File: src/rtl/issue_scoreboard_if.sv
// Decode/execute-side handshake bundle for issue_scoreboard.
// master: decode drives issue_* and flush; slave: scoreboard drives grant, wb, status.
interface issue_scoreboard_if #(
   parameter int ADDR_W  = 5,
   parameter int MAX_LAT = 8,
   parameter int CNT_W   = 32
);
   localparam int LAT_W = $clog2(MAX_LAT + 1);

   logic              flush;
   logic              issue_valid;
   logic [ADDR_W-1:0] issue_rs1;
   logic              issue_rs1_used;
   logic [ADDR_W-1:0] issue_rs2;
   logic              issue_rs2_used;
   logic [ADDR_W-1:0] issue_rd;
   logic              issue_rd_we;
   logic [LAT_W-1:0]  issue_lat;
   logic              issue_ready;
   logic              wb_valid;
   logic [ADDR_W-1:0] wb_rd;
   logic              busy;
   logic [CNT_W-1:0]  stall_cnt;

   modport master (
      output flush, issue_valid, issue_rs1, issue_rs1_used,
      output issue_rs2, issue_rs2_used, issue_rd, issue_rd_we,
      output issue_lat,
      input  issue_ready, wb_valid, wb_rd, busy, stall_cnt
   );

   modport slave (
      input  flush, issue_valid, issue_rs1, issue_rs1_used,
      input  issue_rs2, issue_rs2_used, issue_rd, issue_rd_we,
      input  issue_lat,
      output issue_ready, wb_valid, wb_rd, busy, stall_cnt
   );
endinterface

File: src/rtl/issue_scoreboard.sv
// Register scoreboard + writeback-slot reservation: grants issue when free of
// RAW/WAW hazards and write-port collisions; drives wb_valid/wb_rd.
// Ports: clk, rst (sync, active-high), sb (issue_scoreboard_if.slave).
// Optional: define SCOREBOARD_FWD_EN to let slot-0 completions bypass hazards.
module issue_scoreboard #(
   parameter int NUM_REGS = 32,
   parameter int ADDR_W   = 5,
   parameter int MAX_LAT  = 8,
   parameter int CNT_W    = 32
) (
   input  logic              clk,
   input  logic              rst,
   issue_scoreboard_if.slave sb
);
   localparam int LAT_W = $clog2(MAX_LAT + 1);

   logic [NUM_REGS-1:0] pending;
   logic [MAX_LAT-1:0]  slot_v;
   logic [ADDR_W-1:0]   slot_rd [MAX_LAT];
   logic [CNT_W-1:0]    stall_q;

   logic [NUM_REGS-1:0] blk;
   logic                writes;
   logic                hit;
   logic                coll;
   logic                lat_ok;
   logic                ready;
   logic                gnt_wr;

   assign writes = sb.issue_rd_we && (sb.issue_rd != '0);

   // Pending bits that actually block issue.
   always_comb begin
      blk = pending;
`ifdef SCOREBOARD_FWD_EN
      // Only outstanding write completes now: bypass supplies the data.
      for (int j = 1; j < NUM_REGS; j++) begin
         if (slot_v[0] && slot_rd[0] == ADDR_W'(j)) begin
            blk[j] = 1'b0;
            for (int k = 1; k < MAX_LAT; k++)
               if (slot_v[k] && slot_rd[k] == ADDR_W'(j))
                  blk[j] = 1'b1;
         end
      end
`endif
   end

   always_comb begin
      hit  = 1'b0;
      coll = 1'b0;
      for (int j = 1; j < NUM_REGS; j++) begin
         if (blk[j]) begin
            if (sb.issue_rs1_used && sb.issue_rs1 == ADDR_W'(j))
               hit = 1'b1;
            if (sb.issue_rs2_used && sb.issue_rs2 == ADDR_W'(j))
               hit = 1'b1;
            if (writes && sb.issue_rd == ADDR_W'(j))
               hit = 1'b1;
         end
      end
      // Landing slot L-1 is taken next edge by whatever sits in slot L now.
      for (int k = 1; k < MAX_LAT; k++)
         if (writes && slot_v[k] && sb.issue_lat == LAT_W'(k))
            coll = 1'b1;
   end

   assign lat_ok = (sb.issue_lat != '0) &&
                   (sb.issue_lat <= LAT_W'(MAX_LAT));
   assign ready  = lat_ok && !hit && !coll;
   assign gnt_wr = sb.issue_valid && ready && writes;

   always_ff @(posedge clk) begin
      if (rst) begin
         pending <= '0;
         slot_v  <= '0;
         stall_q <= '0;
         for (int k = 0; k < MAX_LAT; k++)
            slot_rd[k] <= '0;
      end else begin
         if (sb.issue_valid && !ready)
            stall_q <= stall_q + CNT_W'(1);
         if (sb.flush) begin
            pending <= '0;
            slot_v  <= '0;
         end else begin
            for (int k = 0; k < MAX_LAT - 1; k++) begin
               slot_v[k]  <= slot_v[k+1];
               slot_rd[k] <= slot_rd[k+1];
            end
            slot_v[MAX_LAT-1]  <= 1'b0;
            slot_rd[MAX_LAT-1] <= '0;
            for (int k = 0; k < MAX_LAT; k++) begin
               if (gnt_wr && sb.issue_lat == LAT_W'(k + 1)) begin
                  slot_v[k]  <= 1'b1;
                  slot_rd[k] <= sb.issue_rd;
               end
            end
            // Clear first, set after: a same-edge grant keeps the bit.
            for (int j = 1; j < NUM_REGS; j++) begin
               if (slot_v[0] && slot_rd[0] == ADDR_W'(j))
                  pending[j] <= 1'b0;
               if (gnt_wr && sb.issue_rd == ADDR_W'(j))
                  pending[j] <= 1'b1;
            end
         end
      end
   end

   assign sb.issue_ready = ready;
   assign sb.wb_valid    = slot_v[0];
   assign sb.wb_rd       = slot_rd[0];
   assign sb.busy        = (|pending) || (|slot_v);
   assign sb.stall_cnt   = stall_q;
endmodule

File: src/flat_wrapper.sv
// flat-port wrapper written by rule: the top's interface ports become plain ports
module issue_scoreboard_flat 
#(
   parameter int NUM_REGS = 32,
   parameter int ADDR_W   = 5,
   parameter int MAX_LAT  = 8,
   parameter int CNT_W    = 32
)
  (clk, rst, sb_flush, sb_issue_valid, sb_issue_rs1, sb_issue_rs1_used, sb_issue_rs2, sb_issue_rs2_used, sb_issue_rd, sb_issue_rd_we, sb_issue_lat, sb_issue_ready, sb_wb_valid, sb_wb_rd, sb_busy, sb_stall_cnt);
  issue_scoreboard_if #(.ADDR_W(ADDR_W), .MAX_LAT(MAX_LAT), .CNT_W(CNT_W)) sb_i ();
  input  logic clk;
  input  logic rst;
  input wire logic [$bits(sb_i.flush)-1:0] sb_flush;
  input wire logic [$bits(sb_i.issue_valid)-1:0] sb_issue_valid;
  input wire logic [$bits(sb_i.issue_rs1)-1:0] sb_issue_rs1;
  input wire logic [$bits(sb_i.issue_rs1_used)-1:0] sb_issue_rs1_used;
  input wire logic [$bits(sb_i.issue_rs2)-1:0] sb_issue_rs2;
  input wire logic [$bits(sb_i.issue_rs2_used)-1:0] sb_issue_rs2_used;
  input wire logic [$bits(sb_i.issue_rd)-1:0] sb_issue_rd;
  input wire logic [$bits(sb_i.issue_rd_we)-1:0] sb_issue_rd_we;
  input wire logic [$bits(sb_i.issue_lat)-1:0] sb_issue_lat;
  output wire logic [$bits(sb_i.issue_ready)-1:0] sb_issue_ready;
  output wire logic [$bits(sb_i.wb_valid)-1:0] sb_wb_valid;
  output wire logic [$bits(sb_i.wb_rd)-1:0] sb_wb_rd;
  output wire logic [$bits(sb_i.busy)-1:0] sb_busy;
  output wire logic [$bits(sb_i.stall_cnt)-1:0] sb_stall_cnt;
  assign sb_i.flush = sb_flush;
  assign sb_i.issue_valid = sb_issue_valid;
  assign sb_i.issue_rs1 = sb_issue_rs1;
  assign sb_i.issue_rs1_used = sb_issue_rs1_used;
  assign sb_i.issue_rs2 = sb_issue_rs2;
  assign sb_i.issue_rs2_used = sb_issue_rs2_used;
  assign sb_i.issue_rd = sb_issue_rd;
  assign sb_i.issue_rd_we = sb_issue_rd_we;
  assign sb_i.issue_lat = sb_issue_lat;
  assign sb_issue_ready = sb_i.issue_ready;
  assign sb_wb_valid = sb_i.wb_valid;
  assign sb_wb_rd = sb_i.wb_rd;
  assign sb_busy = sb_i.busy;
  assign sb_stall_cnt = sb_i.stall_cnt;
  issue_scoreboard #(.NUM_REGS(NUM_REGS), .ADDR_W(ADDR_W), .MAX_LAT(MAX_LAT), .CNT_W(CNT_W)) u_core (.clk(clk), .rst(rst), .sb(sb_i));
endmodule
File: config.mk
export PLATFORM = sky130hd
export DESIGN_NAME = issue_scoreboard_flat
export DESIGN_NICKNAME = d
export VERILOG_FILES = /design/src/rtl/issue_scoreboard_if.sv /design/src/rtl/issue_scoreboard.sv /design/src/flat_wrapper.sv
export SDC_FILE = /design/constraint.sdc
export NUM_CORES = 1
export LEC_CHECK = 0
export ABC_AREA = 1
export CAP_MARGIN = 20
export CORE_ASPECT_RATIO = 0.5
export CORE_UTILIZATION = 30
export CTS_BUF_LIST = sky130_fd_sc_hd__clkbuf_4
export CTS_CLUSTER_SIZE = 10
export DETAILED_ROUTE_END_ITERATION = 8
export PLACE_DENSITY = 0.56
export SYNTH_ARGS = -nofsm -noshare
export SYNTH_HDL_FRONTEND = slang
export SYNTH_SLANG_ARGS = --single-unit
File: constraint.sdc
create_clock -name clk -period 2.4 [get_ports clk]
set_clock_uncertainty 0.15 [all_clocks]
set_input_delay 0.48 -clock clk [delete_from_list [all_inputs] [get_ports clk]]
set_output_delay 0.48 -clock clk [all_outputs]
set_load 0.05 [all_outputs]
# ---- Word level (Yosys, flattened, before mapping)
# Memory sizes are Yosys's and may differ from the RTL's.
# Index checks and enable logic that the tools add are counted.
dict set report op_classes {
  addsub 1
  multipliers 0
  div_mod_pow 0
  magnitude_cmp 1
  eq_ne 132
  shift 0
  n_mux 253
  bitwise 16
  reduce_logical 224
}
# operator count
set op_table {}
lappend op_table {{$eq A5 B5 Y1 const B} 64}
lappend op_table {{$mux W1} 237}
lappend op_table {{$logic_and A1 B1 Y1} 184}
lappend op_table {{$eq A5 B4 Y1 const B} 32}
lappend op_table {{$eq A5 B3 Y1 const B} 16}
lappend op_table {{$mux W5} 16}
lappend op_table {{$reduce_bool A2 Y1} 31}
lappend op_table {{$eq A5 B2 Y1 const B} 8}
lappend op_table {{$add A32 B1 Y32 const B} 1}
lappend op_table {{$reduce_or A31 Y1} 1}
lappend op_table {{$eq A5 B1 Y1 const B} 4}
lappend op_table {{$eq A4 B3 Y1 const B} 4}
lappend op_table {{$or A1 B1 Y1} 16}
lappend op_table {{$eq A4 B2 Y1 const B} 2}
lappend op_table {{$reduce_or A8 Y1} 1}
lappend op_table {{$reduce_bool A5 Y1} 1}
lappend op_table {{$eq A4 B1 Y1 const B} 1}
lappend op_table {{$eq A4 B4 Y1 const B} 1}
lappend op_table {{$le A4 B4 Y1 const B} 1}
lappend op_table {{$reduce_bool A4 Y1} 1}
lappend op_table {{$logic_not A1 Y1} 3}
lappend op_table {{$reduce_or A2 Y1} 1}
lappend op_table {{$logic_or A1 B1 Y1} 1}
dict set report word_totals {
  regBits 71
  latch_bits 0
  ramBits 40
  mem_bits_ro 0
  input_bits 26
  word_cells 661
  n_memories 1
}
# name depth width rd rd_clocked_by_memory_dff wr line_no
set memory_table {}
lappend memory_table {u_core.slot_rd 8 5 8 0 8 issue_scoreboard.sv:19} ;# logic [ADDR_W-1:0] slot_rd [MAX_LAT];

# ---- Longest topological paths before layout
dict set report logic_depth {
  word_depth 137
  mapped_depth 17
  depth_no_buf 16
}

# ---- Worst setup path after synthesis
# OpenSTA, ideal clock, no wires.
dict set report synth_path {
  path_kind {input to output}
  startpoint {in sb_issue_rd[4]}
  endpoint {out sb_issue_ready}
  arrival_ps 1876
  required_ps 1770
  slack_ps -106
  stages 13
  cell_sequence {buf_2 inv_4 nand3_2 nand2_4 inv_2 nand2_1 nand3_1 nand2_1 nand2_1 nor2_1 nand3_2 nor2_8 buf_4}
}
dict set report synth_between {
  elab_chain_cells 128
  elab_cells_between_ends 211
}
# item line_no
set synth_rtl {}
lappend synth_rtl {{start, declared} flat_wrapper.sv:19} ;# input wire logic [$bits(sb_i.issue_rd)-1:0] sb_issue_rd;
lappend synth_rtl {{$reduce_bool A5 Y1} issue_scoreboard.sv:30} ;# assign writes = sb.issue_rd_we && (sb.issue_rd != '0);
lappend synth_rtl {{$logic_and A1 B1 Y1} issue_scoreboard.sv:30}
lappend synth_rtl {{$logic_and A1 B1 Y1} issue_scoreboard.sv:57} ;# if (writes && sb.issue_rd == ADDR_W'(j))
lappend synth_rtl {{$mux W1} issue_scoreboard.sv:57}
lappend synth_rtl {{$mux W1} issue_scoreboard.sv:52} ;# if (blk[j]) begin
lappend synth_rtl {{$mux W1} issue_scoreboard.sv:53} ;# if (sb.issue_rs1_used && sb.issue_rs1 == ADDR_W'(j))
lappend synth_rtl {{$mux W1} issue_scoreboard.sv:55} ;# if (sb.issue_rs2_used && sb.issue_rs2 == ADDR_W'(j))
lappend synth_rtl {{$mux W1} issue_scoreboard.sv:57}
lappend synth_rtl {{[112 not listed]} --}
lappend synth_rtl {{$mux W1} issue_scoreboard.sv:52}
lappend synth_rtl {{$mux W1} issue_scoreboard.sv:53}
lappend synth_rtl {{$mux W1} issue_scoreboard.sv:55}
lappend synth_rtl {{$mux W1} issue_scoreboard.sv:57}
lappend synth_rtl {{$mux W1} issue_scoreboard.sv:52}
lappend synth_rtl {{$logic_not A1 Y1} issue_scoreboard.sv:69} ;# assign ready = lat_ok && !hit && !coll;
lappend synth_rtl {{$logic_and A1 B1 Y1} issue_scoreboard.sv:69}
lappend synth_rtl {{$logic_and A1 B1 Y1 (*)} issue_scoreboard.sv:69}
lappend synth_rtl {{end, declared} flat_wrapper.sv:22} ;# output wire logic [$bits(sb_i.issue_ready)-1:0] sb_issue_ready;
# Every way passes the cells marked *; elsewhere a longest branch is shown, timed or not.

# ---- Worst setup path in the final report
dict set report layout_path {
  startpoint {in sb_issue_lat[3]}
  endpoint {out sb_issue_ready}
}
dict set report layout_between {
  elab_chain_cells 11
  elab_cells_between_ends 27
}
# item line_no
set layout_rtl {}
lappend layout_rtl {{start, declared} flat_wrapper.sv:21} ;# input wire logic [$bits(sb_i.issue_lat)-1:0] sb_issue_lat;
lappend layout_rtl {{$eq A4 B1 Y1} issue_scoreboard.sv:63} ;# if (writes && slot_v[k] && sb.issue_lat == LAT_W'(k))
lappend layout_rtl {{$logic_and A1 B1 Y1} issue_scoreboard.sv:63}
lappend layout_rtl {{$mux W1 (7 in a row)} issue_scoreboard.sv:63}
lappend layout_rtl {{$logic_not A1 Y1} issue_scoreboard.sv:69}
lappend layout_rtl {{$logic_and A1 B1 Y1 (*)} issue_scoreboard.sv:69}
# Marked as above.

==> qor.yml <==
status: "finished with violations"
violations: "design-rule violations, negative setup slack"
cts.sinks: 111
min_period_ps: 2640
firstDrtPassIters: 9
grtUsageTotal: 0.208
tightestPinTransition_ps: 540
cts_root_buf: "clkbuf_4"
num_vias: 7815
mostFrequentLayoutCells: "281 x nand2_1, 129 x nor2_1, 119 x buf_4"
clockBufferDepth: 2
gp_congestion: 1.01
ys_ff_latch: 111
layout_commonest_cell: "nand2_1"
clock_latency_ps: 480
start_kind: "input pin"
max-slew-margin-rel: 0.639
ir_drop_mv: 0.219
fmax_ghz: 0.378
slowest_stage: "a22oi_2"
tritoncts: "done"
io_pins: 66
place_area_mm2: 0.00883
core-area_mm2: 0.0231
cts_hold_buf: 0
fin_crit_sh: 1.10
syn_area_mm2: 0.00717
avgSynthCellArea_um2: 6.57
numPortBuffers: 65
place_inst: 1523
die_w_um: 221
fin_cells: 1569
rsz0062_at_grt: "true"
critPathLaunch: "sb_issue_lat[3]"
grt_overflow: 0
yosysWarningCount: 0
arrival_ps: 2010
dieArea_mm2: 0.0246
path_clk_slew_ps: 180
die_h_um: 111
wl_per_cell_um: 16.3
grt_max_degree: 33
htreeDepth: 3
final_area_mm2: 0.00982
hp-class: "input pin to register"
max_stage_delay_ps: 290
setup_viol_count_final: 13
syn_inst: 1091
antenna_found_initial: 1
p_leak_nw: 4.46
drv_cap: 0
finalNetCount: 1283
layout_setup_ws_ps: -244
final_hold_viol_count: 0
drive_gt1_frac: 0.251
routed_wl_um: 25600
yosysSeqAreaShare: 0.366
drc_errors: 3
cp.required_ps: 1770
power.density_mw_per_mm2: 381
cp_top_family: "simple AND/OR/NAND/NOR gates"
rows: 39
reg2reg_from: "u_core.blk[5]$_SDFFE_PP0P_"
drt_iter0_drc: 612
crit_top_cell: "nor2_2"
hold_start: "sb_issue_rd[1]"
yosysUniqueCellTypes: 30
ant_nets: 0
grt_pass1_wl_um: 39900
final-max-slew-violation-count: 0
initial_core_util: 0.310
first_global_vias: 7317
area_growth_pct: 37.0
avgViaCountPerCell: 4.98
numCtsBuffers: 9
crit_buf_inv: 2
hpwl_um: 19200
crit_type: "input pin to output pin"
cp-end-kind: "output pin"
syn-num-nets: 1118
path_cells: "clkdlybuf4s15_2, nor2_2, a22oi_2, nand2_1, nor2_2, nand2_1, nor2_2, nand2_2, nor2_8, buf_12"
crit_fanout: 5
per-stage QoR:
stage / util / total power [mW] / hold slack (ps) / setup slack (ps) / setup TNS, ps
floorplan: - / 2.40 / 293 / 0.0182 / 0
global placement: 0.382 / 2.67 / 317 / -983 / -96550
detailed placement: 0.382 / 2.67 / 314 / -984 / -96410
CTS: 0.410 / 3.73 / 261 / -179 / -295
global route: 0.425 / 3.92 / 271 / -297 / -1300
finish: 0.425 / 3.74 / 302 / -244 / -602
timing repair:
| item | in CTS | in global routing |
|---|---|---|
| gates resized for setup | 229 | 74 |
| cloned | 2 | 2 |
| setup buffers | 22 | 4 |
| pin swaps | 42 | 29 |
| endpoints found under the setup margin | 144 | 94 |
worst paths after layout:
kind	to	slack (ps)	cells past startpoint
max	sb_issue_ready	-240	10
min	u_core.slot_rd[1][16]$_SDFFCE_PN0P_	300	4
max reg2reg	u_core.slot_rd[0][4]$_DFFE_PP_	50	16
min reg2reg	u_core.slot_v[0]$_SDFF_PP0_	330	2
worst reg2reg max path, cell delays in order, from the launching register on:
cell and delay [ps]:
dfxtp_4 380, nand3_1 80, nand2_1 60, nor2_2 90, a21oi_2 80, nor2_2 140, buf_4 130, buf_4 90
buf_4 90, nand3_1 120, nor2_4 160, nand2_4 90, nor2_4 150, buf_12 130, nand2_4 70, nand3_1 90
nand2_1 50
cells by family after synthesis:
kind of cell / Yosys count / share of synthesized area
adder cells (fa/ha/maj): 1 / 0.00174
flip-flops: 111 / 0.366
AND/OR/NAND/NOR: 690 / 0.425
AO/OA/AOI/OAI: 105 / 0.0736
buffers and inverters: 154 / 0.0974
XOR/XNOR: 30 / 0.0366
power breakdown:
| part | switching [mW] | leakage, nW | internal [mW] |
|---|---|---|---|
| clock network | 0.631 | 0.0775 | 0.346 |
| logic | 0.460 | 3.37 | 0.291 |
| registers | 0.0206 | 1.02 | 1.99 |
layout make-up:
class | instances | area, um^2
timing repair inverter | 1 | 7.51
fill | 2462 | 13300
clock buffer | 11 | 82.6
tap | 307 | 384
timing repair buffer | 208 | 1900
antenna | 1 | 2.50
multi-input combinational | 826 | 4350
sequential | 111 | 2630
inverter | 99 | 393
clock inverter | 5 | 60.1
Yosys cell counts, drive strengths merged:
cell / count / share of area
a21oi: 66 / 0.046
nand4: 51 / 0.045
inv: 98 / 0.052
ha: 1 / 0.0017
o21ai: 38 / 0.027
clkbuf: 26 / 0.014
nor2: 166 / 0.093
nand2: 319 / 0.17
xor2: 23 / 0.028
a22oi: 1 / 0.0010
buf: 29 / 0.032
edfxtp: 40 / 0.17
nor3: 31 / 0.022
xnor2: 7 / 0.0086
clkinv: 1 / 0.00052
dfxtp: 71 / 0.20
nand3: 108 / 0.080
nor4: 15 / 0.013
state kept, by name, indices dropped and copies added (netlist names):
signal,flops
u_core.slot_rd,40
u_core.slot_v,8
u_core.sb.stall_cnt,32
u_core.blk,31
layer usage:
layer | wire length, um | up-vias | global-route usage | part of all wire
li1 | - | 3906 | - | -
met1 | 11900 | 3648 | 0.286 | 0.46
met2 | 11800 | 228 | 0.334 | 0.46
met3 | 1410 | 33 | 0.0351 | 0.055
met4 | 512 | 0 | 0.0607 | 0.020
met5 | 0 | - | 0 | 0
Power figures use the tool's default switching activity.
